<file path="config.mk">
export PLATFORM = sky130hd
export DESIGN_NAME = uart_rx
export DESIGN_NICKNAME = d
export VERILOG_FILES = /design/src/rtl/uart_rx.sv
export SDC_FILE = /design/constraint.sdc
export NUM_CORES = 1
export LEC_CHECK = 0
export BUFFER_PORTS_ARGS = -buffer_cell sky130_fd_sc_hd__buf_2
export CAP_MARGIN = 20
export CORE_MARGIN = 1.5
export CORE_UTILIZATION = 35
export DETAILED_ROUTE_END_ITERATION = 10
export GPL_TIMING_DRIVEN = 1
export SLEW_MARGIN = 20
export SYNTH_ARGS = -nofsm -noshare
export SYNTH_HDL_FRONTEND = slang
export SYNTH_SLANG_ARGS = --single-unit
</file>
<file path="constraint.sdc">
create_clock -name clk -period 5.2 [get_ports clk]
set_input_delay 0 -clock clk [delete_from_list [all_inputs] [get_ports clk]]
set_output_delay 0 -clock clk [all_outputs]
set_load 0.01 [all_outputs]
</file>
<file path="src/rtl/uart_rx.sv">
// UART receiver: 16x oversampled 8N1 deserialiser with a single-entry holding register.
// Define UART_RX_MAJORITY_EN for 2-of-3 majority sampling around mid-bit.
module uart_rx #(
  parameter int unsigned OVERSAMPLE = 16
) (
  input  logic       clk,
  input  logic       reset,
  input  logic       rx_bit,
  input  logic [7:0] freq_divider,
  output logic [7:0] data_out,
  output logic       data_valid,
  input  logic       data_ready,
  output logic       frame_err,
  output logic       overrun,
  output logic       busy
);

  localparam int unsigned DATA_W  = 8;
  localparam int unsigned SCNT_W  = 4;
  localparam int unsigned BCNT_W  = 3;
  localparam logic [SCNT_W-1:0] LAST_CNT = SCNT_W'(OVERSAMPLE - 1);
  localparam logic [BCNT_W-1:0] LAST_BIT = BCNT_W'(DATA_W - 1);

  typedef enum logic [2:0] {
    ST_IDLE,
    ST_START,
    ST_DATA,
    ST_STOP,
    ST_BRK
  } state_t;

  state_t              state;
  logic                sync1, rxs;
  logic [7:0]          tcnt;
  logic                tick;
  logic [SCNT_W-1:0]   scnt;
  logic [BCNT_W-1:0]   bcnt;
  logic [DATA_W-1:0]   shreg;
  logic                decide;
  logic                sample_c;
  logic                load_c;

  // Two-flop synchroniser; idles high so reset never looks like a start bit
  always_ff @(posedge clk or negedge reset) begin
    if (!reset) begin
      sync1 <= 1'b1;
      rxs   <= 1'b1;
    end else begin
      sync1 <= rx_bit;
      rxs   <= sync1;
    end
  end

  // Oversample tick generator, period freq_divider+1 clks
  assign tick = (tcnt == freq_divider);

  always_ff @(posedge clk or negedge reset) begin
    if (!reset) begin
      tcnt <= 8'd0;
    end else if (tick) begin
      tcnt <= 8'd0;
    end else begin
      tcnt <= tcnt + 8'd1;
    end
  end

`ifdef UART_RX_MAJORITY_EN
  localparam logic [SCNT_W-1:0] DEC_CNT = SCNT_W'(8);
  logic samp6, samp7;

  // Early samples held until the decision tick at scnt==8
  always_ff @(posedge clk or negedge reset) begin
    if (!reset) begin
      samp6 <= 1'b1;
      samp7 <= 1'b1;
    end else if (tick) begin
      if (scnt == SCNT_W'(6)) samp6 <= rxs;
      if (scnt == SCNT_W'(7)) samp7 <= rxs;
    end
  end

  assign sample_c = (samp6 & samp7) | (samp6 & rxs) | (samp7 & rxs);
`else
  localparam logic [SCNT_W-1:0] DEC_CNT = SCNT_W'(7);
  assign sample_c = rxs;
`endif

  assign decide = (scnt == DEC_CNT);
  assign load_c = tick && (state == ST_STOP) && decide && sample_c;

  // Frame FSM; every transition is qualified by tick
  always_ff @(posedge clk or negedge reset) begin
    if (!reset) begin
      state     <= ST_IDLE;
      scnt      <= '0;
      bcnt      <= '0;
      shreg     <= '0;
      frame_err <= 1'b0;
      busy      <= 1'b0;
    end else begin
      frame_err <= 1'b0;
      if (tick) begin
        case (state)
          ST_IDLE: begin
            if (!rxs) begin
              state <= ST_START;
              scnt  <= '0;
              busy  <= 1'b1;
            end
          end
          ST_START: begin
            scnt <= scnt + SCNT_W'(1);
            if (decide && sample_c) begin
              state <= ST_IDLE;
              busy  <= 1'b0;
            end else if (scnt == LAST_CNT) begin
              state <= ST_DATA;
              scnt  <= '0;
              bcnt  <= '0;
            end
          end
          ST_DATA: begin
            scnt <= scnt + SCNT_W'(1);
            if (decide) shreg <= {sample_c, shreg[DATA_W-1:1]};
            if (scnt == LAST_CNT) begin
              scnt <= '0;
              if (bcnt == LAST_BIT) state <= ST_STOP;
              else                  bcnt  <= bcnt + BCNT_W'(1);
            end
          end
          ST_STOP: begin
            scnt <= scnt + SCNT_W'(1);
            if (decide) begin
              if (sample_c) begin
                state <= ST_IDLE;
                busy  <= 1'b0;
              end else begin
                state     <= ST_BRK;
                frame_err <= 1'b1;
              end
            end
          end
          ST_BRK: begin
            if (rxs) begin
              state <= ST_IDLE;
              busy  <= 1'b0;
            end
          end
          default: begin
            state <= ST_IDLE;
            busy  <= 1'b0;
          end
        endcase
      end
    end
  end

  // Holding register; a same-clk consume lets the new byte in without overrun
  always_ff @(posedge clk or negedge reset) begin
    if (!reset) begin
      data_out   <= '0;
      data_valid <= 1'b0;
      overrun    <= 1'b0;
    end else if (load_c) begin
      data_out   <= shreg;
      data_valid <= 1'b1;
      overrun    <= data_valid && !data_ready;
    end else if (data_ready && data_valid) begin
      data_valid <= 1'b0;
      overrun    <= 1'b0;
    end
  end

endmodule

</file>
==> reports/qor.txt <==
Post-route DRC -> 0
Drt wl/cell -> 13.01 microns
Top cells by count, synth -> dfrtp_1 (38), mux2_2 (23), nor2_1 (13)
ANT cells -> 0
DR pass1 iterations -> 4
Top FF cell, synth -> dfrtp_1
Min Clock Period, post-route -> 2354 ps
Final hold vios -> 0
Net Switching -> 205.6 uW
Gate power share -> 16.1%
Share of the synthesized area in the top cell type -> 49.03%
ANT nets after route -> 0
Num CTS Buffers -> 5
Cells after Synth -> 158
Synth async-reset ratio -> 100.0%
Achievable Freq -> 424.7 MHz
Post-Syn Nets -> 174
Slowest cell delay on critical path -> 680 ps
Simple-Gate Fraction of Synth Area -> 14.32%
RSZ-0062 raised after global routing -> false
HPWL Detailed -> 2.211 mm
Worst setup EP type -> register
CTS root buffer -> clkbuf_8
Mux cell area share after synthesis -> 13.35%
Chip height -> 77.44 microns
Clock Latency Late Sink -> 300 ps
Yosys reg bits -> 40
Placed cells -> 244
Largest family of logic cells by synthesized area -> simple AND/OR/NAND/NOR gates
Port Buffer Count -> 23
CTS Sinks -> 40
Vias in the first global route -> 1234
Resized Gates After CTS -> 0
Critical-path top delay cell -> nor2_2
First-pass GRT wire length -> 5.768 mm
Setup violations, final -> 0
Post-Route WL -> 3.318 mm
Synth area leader -> dfrtp_1
Reg power frac -> 54.9%
Global placer's final weighted congestion -> 0.7522
Largest buffer count on any clock path -> 2
Share of post-route cells with drive strength above 1 -> 35.68%
Largest net degree at the start of global routing -> 41
Sw frac -> 29.31%
Synthesized area per cell -> 12.27 sq um
Critical path type -> reg -> reg
Pwr Density -> 317.7 mW/mm^2
LEAKAGE -> 1.061 nW
Vias -> 1239
Worst-path maximum fanout -> 22
Fill cells -> 497
Post-CTS Setup Repair Bufs -> 0
Drt via density -> 4.859
CP Launch Type -> register
Die X -> 77.44 microns
Core Region -> 0.005238 sq mm
H-tree levels -> 2
Arrival time at the worst endpoint -> 2540 ps
VDD IR max -> 0.1695 mV
Most common cell in the netlist -> dfrtp_1
Non-filler cells in the finished layout -> 255
Power share of the clock group -> 29.0%
Crit share post-route -> 45.28%
First DRT Iteration DRCs -> 77
Syn. warnings -> 0
Int Pwr -> 495.7 uW
Num rows -> 26
Synth cell types -> 37
Least-Margin Pin Slew -> 882.0 ps
Synth top area cells -> dfrtp_1 (49%), mux2_2 (13%), xnor2_1 (5.0%)
Fin. max-slew vios -> 0
Post-Synth Adder-Cell Area -> 2.581%
Setup TNS -> 0 ps
Synth Area in Compound Gates -> 8.323%
Max-cap violations -> 0
Seq/Total Area, Yosys -> 51.74%
Clock transition at path regs -> 80 ps
Area Overhead vs Synth -> 13.81%
Initial core utilization -> 37.03%
Max-slew headroom at the worst pin -> 41.20%
CP required -> 5380 ps
Number of synthesized flops with an enable pin -> 0
Synthesized area -> 0.001939 sq mm
Synth Area in XOR/XNOR -> 6.774%
Total grt overflow -> 0
Setup Skew -> 4.769 ps
Status -> completed
Initial antenna violation count -> 0
Boundary Pins -> 24
Die area -> 0.005997 sq mm
TritonCTS clock tree -> done
Total global routing track utilization -> 12.36%
Hold Crit Class -> in -> reg
NumNets Final -> 200
Crit path cell chain -> xnor2_1 -> nand4_1 -> nor2_2 -> nand4_2 -> mux2_2
==> path summary, 6_finish.rpt <==
kind	start	end	slack, ps	cells past startpoint
max	tcnt[2]$_DFF_PN0_	shreg[0]$_DFFE_PN0P_	2850	5
min	freq_divider[3]	tcnt[5]$_DFF_PN0_	260	5
max reg2reg	tcnt[2]$_DFF_PN0_	shreg[0]$_DFFE_PN0P_	2850	5
min reg2reg	sync1$_DFF_PN1_	rxs$_DFF_PN1_	360	0
max in group asynchronous	reset	bcnt[2]$_DFFE_PN0P_	4290	2
min in group asynchronous	reset	tcnt[4]$_DFF_PN0_	360	2
==> flip-flops by register name (all words and copies together) (netlist names) <==
| name | flops |
|---|---|
| frame_err | 1 |
| rxs | 1 |
| scnt | 4 |
| bcnt | 3 |
| data_out | 8 |
| busy | 1 |
| data_valid | 1 |
| sync1 | 1 |
| overrun | 1 |
| shreg | 8 |
| state | 3 |
| tcnt | 8 |
==> power groups by stage <==
stage | registers (mW) | logic, mW | clock network, mW
floorplan | 0.375 | 0.0954 | 0
global placement | 0.389 | 0.111 | 0
detailed placement | 0.391 | 0.111 | 0
CTS | 0.385 | 0.115 | 0.213
global route | 0.390 | 0.129 | 0.229
finish | 0.385 | 0.113 | 0.204
==> worst max-delay path, delay by kind of cell, from the launching register on <==
kind          cells  cell delay [ps]
xor+xnor          1              170
flops             1              440
mux               1              390
simple gates      3             1240
==> layer usage <==
layer	GRT usage, %	vias up	part of all wire [%]
li1	-	614	-
met1	16.72	592	52
met2	17.72	26	41
met3	3.176	7	4.0
met4	7.273	0	2.5
met5	0	-	0
==> logic make-up after synthesis <==
group,count (synthesis)
xor gates and xnor gates,15
DFF,40
muxes,23
AOI/OAI and AO/OA,21
buffers and inverters,8
adders and majority gates,4
and+or+nand+nor,47
==> what timing repair did <==
item | in CTS | in global routing
setup endpoints to repair | 0 | 0
hold endpoints to repair | 41 | 0
hold buffers | 3 | 0
==> area by class of cell <==
type / count / area, sq um / area share [%]
Timing Repair Buffer: 26 / 145.1 / 6.576
Inverter: 1 / 3.754 / 0.1701
Clock buffer: 5 / 68.82 / 3.118
Sequential cell: 40 / 1003 / 45.46
Tap cell: 70 / 87.58 / 3.968
Clock inverter: 3 / 18.77 / 0.8503
Multi-Input combinational cell: 110 / 879.6 / 39.85
==> cells in the final DEF, fill, tap and decap left out, drive strengths merged, types with 4 or more instances in the layout <==
cell	netlist	layout
a21oi	4	4
mux2	23	23
buf	7	23
clkbuf	0	5
nand2	7	7
nand3	5	5
dfrtp	38	38
nor2	15	15
nand4	4	4
ha	4	4
and3	7	7
xnor2	11	11
xor2	4	4
==> per-stage QoR <==
stage	setup WS, ps	total power [mW]	hold slack, ps	cell area [sq um]	util [%]
after floorplan	3341	0.4706	-295.6	1939	-
after global placement	2862	0.5000	106.1	2090	39.89
after detailed placement	2834	0.5012	106.2	2090	39.89
after CTS	2820	0.7120	260.7	2207	42.14
after global routing	2655	0.7482	302.2	2207	42.14
final	2846	0.7013	262.7	2207	42.14
(Power assumes the default switching activity.)
